--- src/rtl/ad9970_sync_decoder_if.sv ---
// Parallel-word link between the AD9970 LVDS word aligner and the sync decoder,
// together with the decoder's configuration words and its regenerated video outputs.
interface ad9970_sync_decoder_if #(
  parameter int unsigned PIX_WIDTH = 14,
  parameter int unsigned CNT_WIDTH = 13
);
  logic                 i_data_valid;
  logic [15:0]          iv_data;
  logic [15:0]          iv_sync_word0;
  logic [15:0]          iv_sync_word1;
  logic [15:0]          iv_sync_word2;
  logic [15:0]          iv_code_sof;
  logic [15:0]          iv_code_sol;
  logic [15:0]          iv_code_eol;
  logic [15:0]          iv_code_eof;
  logic [CNT_WIDTH-1:0] iv_max_pix;
  logic                 o_fval;
  logic                 o_lval;
  logic                 o_pix_valid;
  logic [PIX_WIDTH-1:0] ov_pix_data;
  logic [CNT_WIDTH-1:0] ov_line_pix_cnt;
  logic                 o_sync_err;

  modport master (
    output i_data_valid, iv_data, iv_sync_word0, iv_sync_word1, iv_sync_word2,
           iv_code_sof, iv_code_sol, iv_code_eol, iv_code_eof, iv_max_pix,
    input  o_fval, o_lval, o_pix_valid, ov_pix_data, ov_line_pix_cnt, o_sync_err
  );

  modport slave (
    input  i_data_valid, iv_data, iv_sync_word0, iv_sync_word1, iv_sync_word2,
           iv_code_sof, iv_code_sol, iv_code_eol, iv_code_eof, iv_max_pix,
    output o_fval, o_lval, o_pix_valid, ov_pix_data, ov_line_pix_cnt, o_sync_err
  );
endinterface

--- src/rtl/ad9970_sync_decoder.sv ---
// AD9970 embedded-sync decoder: finds preamble+code sequences in the word stream, strips
// them, and regenerates fval/lval/pixel data delayed by four valid words.
module ad9970_sync_decoder #(
  parameter int unsigned PIX_WIDTH = 14,
  parameter int unsigned CNT_WIDTH = 13
) (
  input logic                  clk,
  input logic                  reset,
  ad9970_sync_decoder_if.slave bus
);

  typedef enum logic [2:0] {KNone, KData, KSof, KSol, KEol, KEof} kind_e;
  typedef enum logic [1:0] {StIdle, StLine, StGap} state_e;
  typedef struct packed {
    kind_e       kind;
    logic [15:0] data;
  } entry_t;

  localparam logic [CNT_WIDTH-1:0] CntAll = '1;

  entry_t               dly_q [4];
  entry_t               dly_d [4];
  entry_t               exit_e;
  kind_e                code_kind;
  logic                 preamble_hit;
  state_e               state_q, state_d;
  logic [CNT_WIDTH-1:0] cnt_q, cnt_d;
  logic [CNT_WIDTH-1:0] line_cnt_q, line_cnt_d;
  logic [PIX_WIDTH-1:0] pix_q, pix_d;
  logic                 fval_q, fval_d;
  logic                 lval_q, lval_d;
  logic                 pix_valid_q, pix_valid_d;
  logic                 err_q, err_d;

  // Words are classified on entry; the FSM acts on them as they leave the delay line, so
  // fval/lval stay aligned with the pixels they qualify.
  always_comb begin
    code_kind = KData;
    if (bus.iv_data == bus.iv_code_sof) begin
      code_kind = KSof;
    end else if (bus.iv_data == bus.iv_code_sol) begin
      code_kind = KSol;
    end else if (bus.iv_data == bus.iv_code_eol) begin
      code_kind = KEol;
    end else if (bus.iv_data == bus.iv_code_eof) begin
      code_kind = KEof;
    end
    preamble_hit = (dly_q[2].kind == KData) && (dly_q[2].data == bus.iv_sync_word0) &&
                   (dly_q[1].kind == KData) && (dly_q[1].data == bus.iv_sync_word1) &&
                   (dly_q[0].kind == KData) && (dly_q[0].data == bus.iv_sync_word2);
  end

  always_comb begin
    dly_d = dly_q;
    if (bus.i_data_valid) begin
      for (int i = 3; i > 0; i--) begin
        dly_d[i] = dly_q[i-1];
      end
      dly_d[0] = '{kind: KData, data: bus.iv_data};
      if (preamble_hit && (code_kind != KData)) begin
        dly_d[0].kind = code_kind;
        dly_d[1].kind = KNone;
        dly_d[2].kind = KNone;
        dly_d[3].kind = KNone;
      end
    end
  end

  assign exit_e = dly_q[3];

  always_comb begin
    state_d     = state_q;
    cnt_d       = cnt_q;
    line_cnt_d  = line_cnt_q;
    pix_d       = pix_q;
    fval_d      = fval_q;
    lval_d      = lval_q;
    pix_valid_d = 1'b0;
    err_d       = 1'b0;
    if (bus.i_data_valid) begin
      lval_d = 1'b0;
      case (state_q)
        StIdle: begin
          if (exit_e.kind == KSof) begin
            state_d = StLine;
            cnt_d   = '0;
          end
        end
        StLine: begin
          case (exit_e.kind)
            KData: begin
              if ((bus.iv_max_pix != '0) && (cnt_q == bus.iv_max_pix)) begin
                err_d   = 1'b1;
                state_d = StGap;
              end else begin
                pix_valid_d = 1'b1;
                lval_d      = 1'b1;
                pix_d       = exit_e.data[PIX_WIDTH-1:0];
                cnt_d       = (cnt_q == CntAll) ? cnt_q : cnt_q + 1'b1;
              end
            end
            KEol: begin
              state_d    = StGap;
              line_cnt_d = cnt_q;
            end
            KEof: begin
              state_d    = StIdle;
              line_cnt_d = cnt_q;
            end
            KSof, KSol: begin
              err_d = 1'b1;
              cnt_d = '0;
            end
            default: ;
          endcase
        end
        StGap: begin
          case (exit_e.kind)
            KSol: begin
              state_d = StLine;
              cnt_d   = '0;
            end
            KSof: begin
              err_d   = 1'b1;
              state_d = StLine;
              cnt_d   = '0;
            end
            KEof:    state_d = StIdle;
            KEol:    err_d   = 1'b1;
            default: ;
          endcase
        end
        default: state_d = StIdle;
      endcase
      fval_d = (state_d != StIdle);
    end
  end

  always_ff @(posedge clk or posedge reset) begin
    if (reset) begin
      for (int i = 0; i < 4; i++) begin
        dly_q[i] <= '{kind: KNone, data: 16'h0000};
      end
      state_q     <= StIdle;
      cnt_q       <= '0;
      line_cnt_q  <= '0;
      pix_q       <= '0;
      fval_q      <= 1'b0;
      lval_q      <= 1'b0;
      pix_valid_q <= 1'b0;
      err_q       <= 1'b0;
    end else begin
      dly_q       <= dly_d;
      state_q     <= state_d;
      cnt_q       <= cnt_d;
      line_cnt_q  <= line_cnt_d;
      pix_q       <= pix_d;
      fval_q      <= fval_d;
      lval_q      <= lval_d;
      pix_valid_q <= pix_valid_d;
      err_q       <= err_d;
    end
  end

  assign bus.o_fval          = fval_q;
  assign bus.o_lval          = lval_q;
  assign bus.o_pix_valid     = pix_valid_q;
  assign bus.ov_pix_data     = pix_q;
  assign bus.ov_line_pix_cnt = line_cnt_q;
  assign bus.o_sync_err      = err_q;

endmodule

--- src/flat_wrapper.sv ---
// flat-port wrapper written by rule: the top's interface ports become plain ports
module ad9970_sync_decoder_flat 
#(
  parameter int unsigned PIX_WIDTH = 14,
  parameter int unsigned CNT_WIDTH = 13
)
  (clk, reset, bus_i_data_valid, bus_iv_data, bus_iv_sync_word0, bus_iv_sync_word1, bus_iv_sync_word2, bus_iv_code_sof, bus_iv_code_sol, bus_iv_code_eol, bus_iv_code_eof, bus_iv_max_pix, bus_o_fval, bus_o_lval, bus_o_pix_valid, bus_ov_pix_data, bus_ov_line_pix_cnt, bus_o_sync_err);
  ad9970_sync_decoder_if #(.PIX_WIDTH(PIX_WIDTH), .CNT_WIDTH(CNT_WIDTH)) bus_i ();
  input logic clk;
  input logic reset;
  input wire logic [$bits(bus_i.i_data_valid)-1:0] bus_i_data_valid;
  input wire logic [$bits(bus_i.iv_data)-1:0] bus_iv_data;
  input wire logic [$bits(bus_i.iv_sync_word0)-1:0] bus_iv_sync_word0;
  input wire logic [$bits(bus_i.iv_sync_word1)-1:0] bus_iv_sync_word1;
  input wire logic [$bits(bus_i.iv_sync_word2)-1:0] bus_iv_sync_word2;
  input wire logic [$bits(bus_i.iv_code_sof)-1:0] bus_iv_code_sof;
  input wire logic [$bits(bus_i.iv_code_sol)-1:0] bus_iv_code_sol;
  input wire logic [$bits(bus_i.iv_code_eol)-1:0] bus_iv_code_eol;
  input wire logic [$bits(bus_i.iv_code_eof)-1:0] bus_iv_code_eof;
  input wire logic [$bits(bus_i.iv_max_pix)-1:0] bus_iv_max_pix;
  output wire logic [$bits(bus_i.o_fval)-1:0] bus_o_fval;
  output wire logic [$bits(bus_i.o_lval)-1:0] bus_o_lval;
  output wire logic [$bits(bus_i.o_pix_valid)-1:0] bus_o_pix_valid;
  output wire logic [$bits(bus_i.ov_pix_data)-1:0] bus_ov_pix_data;
  output wire logic [$bits(bus_i.ov_line_pix_cnt)-1:0] bus_ov_line_pix_cnt;
  output wire logic [$bits(bus_i.o_sync_err)-1:0] bus_o_sync_err;
  assign bus_i.i_data_valid = bus_i_data_valid;
  assign bus_i.iv_data = bus_iv_data;
  assign bus_i.iv_sync_word0 = bus_iv_sync_word0;
  assign bus_i.iv_sync_word1 = bus_iv_sync_word1;
  assign bus_i.iv_sync_word2 = bus_iv_sync_word2;
  assign bus_i.iv_code_sof = bus_iv_code_sof;
  assign bus_i.iv_code_sol = bus_iv_code_sol;
  assign bus_i.iv_code_eol = bus_iv_code_eol;
  assign bus_i.iv_code_eof = bus_iv_code_eof;
  assign bus_i.iv_max_pix = bus_iv_max_pix;
  assign bus_o_fval = bus_i.o_fval;
  assign bus_o_lval = bus_i.o_lval;
  assign bus_o_pix_valid = bus_i.o_pix_valid;
  assign bus_ov_pix_data = bus_i.ov_pix_data;
  assign bus_ov_line_pix_cnt = bus_i.ov_line_pix_cnt;
  assign bus_o_sync_err = bus_i.o_sync_err;
  ad9970_sync_decoder #(.PIX_WIDTH(PIX_WIDTH), .CNT_WIDTH(CNT_WIDTH)) u_core (.clk(clk), .reset(reset), .bus(bus_i));
endmodule
--- config.mk ---
export PLATFORM = sky130hd
export DESIGN_NAME = ad9970_sync_decoder_flat
export DESIGN_NICKNAME = d
export VERILOG_FILES = /design/src/rtl/ad9970_sync_decoder_if.sv /design/src/rtl/ad9970_sync_decoder.sv /design/src/flat_wrapper.sv
export SDC_FILE = /design/constraint.sdc
export NUM_CORES = 1
export LEC_CHECK = 0
export CELL_PAD_IN_SITES_DETAIL_PLACEMENT = 1
export CELL_PAD_IN_SITES_GLOBAL_PLACEMENT = 2
export CORE_ASPECT_RATIO = 1.5
export CORE_UTILIZATION = 32
export CTS_BUF_LIST = sky130_fd_sc_hd__clkbuf_8
export CTS_CLUSTER_DIAMETER = 150
export CTS_CLUSTER_SIZE = 16
export DETAILED_ROUTE_END_ITERATION = 7
export PLACE_DENSITY = 0.88
export SLEW_MARGIN = 0
export SYNTH_ARGS = -nofsm -noshare
export SYNTH_HDL_FRONTEND = slang
export SYNTH_SLANG_ARGS = --single-unit
--- constraint.sdc ---
create_clock -name clk -period 5.75 [get_ports clk]
set_input_delay 1.4375 -clock clk [delete_from_list [all_inputs] [get_ports clk]]
set_output_delay 1.4375 -clock clk [all_outputs]
set_load 0.01 [all_outputs]
==> impl_metrics.csv <==
group,metric,value,unit
synthesis,ys_async_sr_fraction,100,%
die,dieWidth,120,um
grt,grt_pass1_vias,5726,
pwr,ir_drop,0.148,mV
clock_network,clk_latency,0.45,ns
sta,finalSetupViolCount,0,
route,drtPass1Iterations,4,
clock_network,cts_tree,"done",
sta,finClkSkew,0.0126,ns
grt,grt_max_degree,77,
final_layout,drive_above_1_share,19.4,%
route,vias_per_cell,5.06,
pwr,power_density,269,nW/um2
route,wl_met2,11200,um
synthesis,synth.distinct_cells,54,
synthesis,netlist_area,6640,um2
synthesis,synth_common_cells,"dfrtp_1 (120), xnor2_1 (98), mux2_2 (84)",
die,start_util,32.6,%
die,fp.coreArea,20300,um2
synthesis,synth_edf_count,0,
sta,fmax,296,MHz
synthesis,yosysWarnings,0,
setup_path,startpoint,"bus_iv_data[1]",
die,row_count,64,
sta,slew_violations,0,
clock_network,cts-root-buf,"clkbuf_8",
place,port_buffers,174,
sta,slew_headroom,37.0,%
clock_network,cts-buffers-inserted,17,
route,totalWireLength,19700,um
setup_path,crit_end,"u_core.dly_q[16]",
synthesis,synth_area_leaders,"dfrtp_1 (45%), mux2_2 (14%), xnor2_1 (13%), xor2_1 (3.6%), nand4_1 (2.8%)",
place,dp_cells,976,
final_layout,stdcell_count,1008,
setup_path,slowest_delay,0.61,ns
pwr,power,2.40,mW
die,dieArea,21300,um2
place,pre_cts_ws,1.90,ns
clock_network,post-cts-setup-buffers,0,
grt,antenna_found_initial,0,
outcome,outcome,"finished clean",
setup_path,worstSetupEndpointType,"register",
synthesis,synth_top_area_cell,"dfrtp_1",
route,dr_wl_met3,968,um
setup_path,r2r_cells,7,
setup_path,r2r-start,"u_core.cnt_q[0]",
clock_network,clk_pin_slew_worst_paths,0.07,ns
setup_path,start_kind,"input pin",
setup_path,r2r_slack,3.09,ns
sta,grt_setup_unrepaired,"no",
sta,setup_tns,0,ns
clock_network,htreeDepth,4,
route,drtIter0Drc,304,
synthesis,synth.most_common_cell,"dfrtp_1",
clock_network,cts_resized,0,
place,dp_hpwl,15700,um
grt,overflow,0,
worst_hold_path,whs_path_depth,2,
synthesis,synthFlopType,"dfrtp_1",
grt,grt_pass1_wl,30600,um
final_layout,area_delta_synth_final,34.3,%
clock_network,clock_sinks,120,
sta,timing.final.crit_share,58.8,%
synthesis,ys_seq_area_share,45.3,%
synthesis,ys_seq_elements,120,
route,top_layer,"met4",
final_layout,finalNetCount,880,
place,gp_congestion,0.950,
setup_path,required,6.02,ns
route,wl_met1,7030,um
setup_path,critical_path_class,"in2reg",
route,antenna_left,0,
route,wire_per_inst,19.5,um
grt,grt_usage,19.0,%
clock_network,cts.path.max_buffers,2,
pwr,leakagePower,3.52,nW
sta,worst_pin_slew,0.945,ns
sta,hold_viol_final,0,
worst_hold_path,hold_path.class,"reg2reg",
clock_network,cts_hold_buf,0,
sta,layout_setup_ws,2.37,ns
synthesis,syn_inst,575,
place,post_dp_cell_area,8510,um2
setup_path,worstPathCellList,"clkdlybuf4s50_1 > xor2_1 > nor4_1 > nand4_1 > nor2b_1 > a21oi_1 > o22ai_1",
setup_path,arrival,3.65,ns
synthesis,yosys.area.top_type_share,45.3,%
die,num_io_pins,175,
worst_hold_path,worstHoldStart,"u_core.bus.ov_line_pix_cnt[12]",
synthesis,synth_area_per_cell,11.5,um2
synthesis,synthesis.nets,724,
sta,layout_min_cycle_time,3.38,ns
job,drv_cap,0,
final_layout,final_area,8910,um2
die,die_h,178,um
setup_path,critPathMaxFanout,5,
setup_path,slowest_stage,"clkdlybuf4s50_1",
route,route.detailed.drc,0,
setup_path,r2r-end,"u_core.cnt_q[11]",
route,vias,5097,
final_layout,n_antenna_cell,0,
-- worst max-delay path, delay by kind of cell --
kind / cells / cell delay (ns)
AND/OR/NAND/NOR: 3 / 0.88
buffers and inverters: 1 / 0.61
AO/OA/AOI/OAI: 2 / 0.46
XOR/XNOR: 1 / 0.26
-- per-stage QoR --
step                hold slack, ns  utilization, %
global route                 0.527            43.8
CTS                          0.494            43.8
finish                       0.488            43.8
global placement             0.469            41.8
detailed placement           0.478            41.8
floorplan                    0.466               -
-- kinds of logic (layout without fill, tap and decap cells) --
family                     after synthesis  count (layout)  share of synthesized area (%)
xor gates and xnor gates               125             125                           16.5
DFF                                    120             120                           45.3
adders and majority gates                5               5                          0.943
and+or+nand+nor                        123             123                           10.6
AOI/OAI and AO/OA                       59              59                           6.71
buffers and inverters                   51             220                           3.94
muxes                                   92              92                           16.1
-- worst min-delay path by stage --
stage / endpoint
after floorplan: u_core.dly_q[75]
after global placement: u_core.bus.ov_line_pix_cnt[12]
after detailed placement: u_core.bus.ov_line_pix_cnt[12]
after CTS: u_core.bus.ov_line_pix_cnt[12]
after global routing: u_core.bus.ov_pix_data[3]
final: u_core.bus.ov_line_pix_cnt[12]
-- per-layer routing --
metal  up-vias  GRT usage (%)
met5         -              0
met4         0           7.60
met3        29           4.80
met2       181           37.9
met1      2554           18.2
li1       2333              -
-- placed cells by master, fill, tap and decap left out, drive strengths merged --
cell type and n:
a211o 1, a21boi 2, a21o 3, a21oi 8, a221oi 1, a22oi 1, a31o 2, a31oi 4
and3 7, buf 4, bufinv 2, clkbuf 17, clkdlybuf4s50 173, clkinv 4, clkinvlp 3, dfrtp 120
ha 5, inv 17, mux2 92, nand2 14, nand2b 4, nand3 17, nand4 30, nor2 19
nor2b 4, nor3 11, nor4 14, nor4b 2, o2111ai 1, o21ai 13, o21bai 1, o22ai 1
o2bb2ai 3, o31ai 17, o41ai 1, or3 1, xnor2 98, xor2 27
-- report_power, final --
group / switching (mW) / leakage, nW / internal (mW) / total, mW
clock: 0.377 / 0.197 / 0.394 / 0.771
combinational: 0.207 / 1.80 / 0.336 / 0.543
sequential: 0.118 / 1.52 / 0.967 / 1.08
-- area by class of cell --
type                    instances  area, um2
inverters                      11       46.3
flip-flops and latches        120       3000
well taps                     264        330
multi-input cells             404       3370
fillers                      2245      11400
clock buffers                  17        234
repair buffers                177       1760
clock inverters                15        168
-- state kept, by name (all words and copies together) (netlist names) --
register	cells
u_core.bus.o_sync_err	1
u_core.bus.ov_pix_data	14
u_core.state_q	2
u_core.bus.o_fval	1
u_core.bus.o_pix_valid	1
u_core.dly_q	74
u_core.bus.o_lval	1
u_core.bus.ov_line_pix_cnt	13
u_core.cnt_q	13
Power figures use the tool's default switching activity.
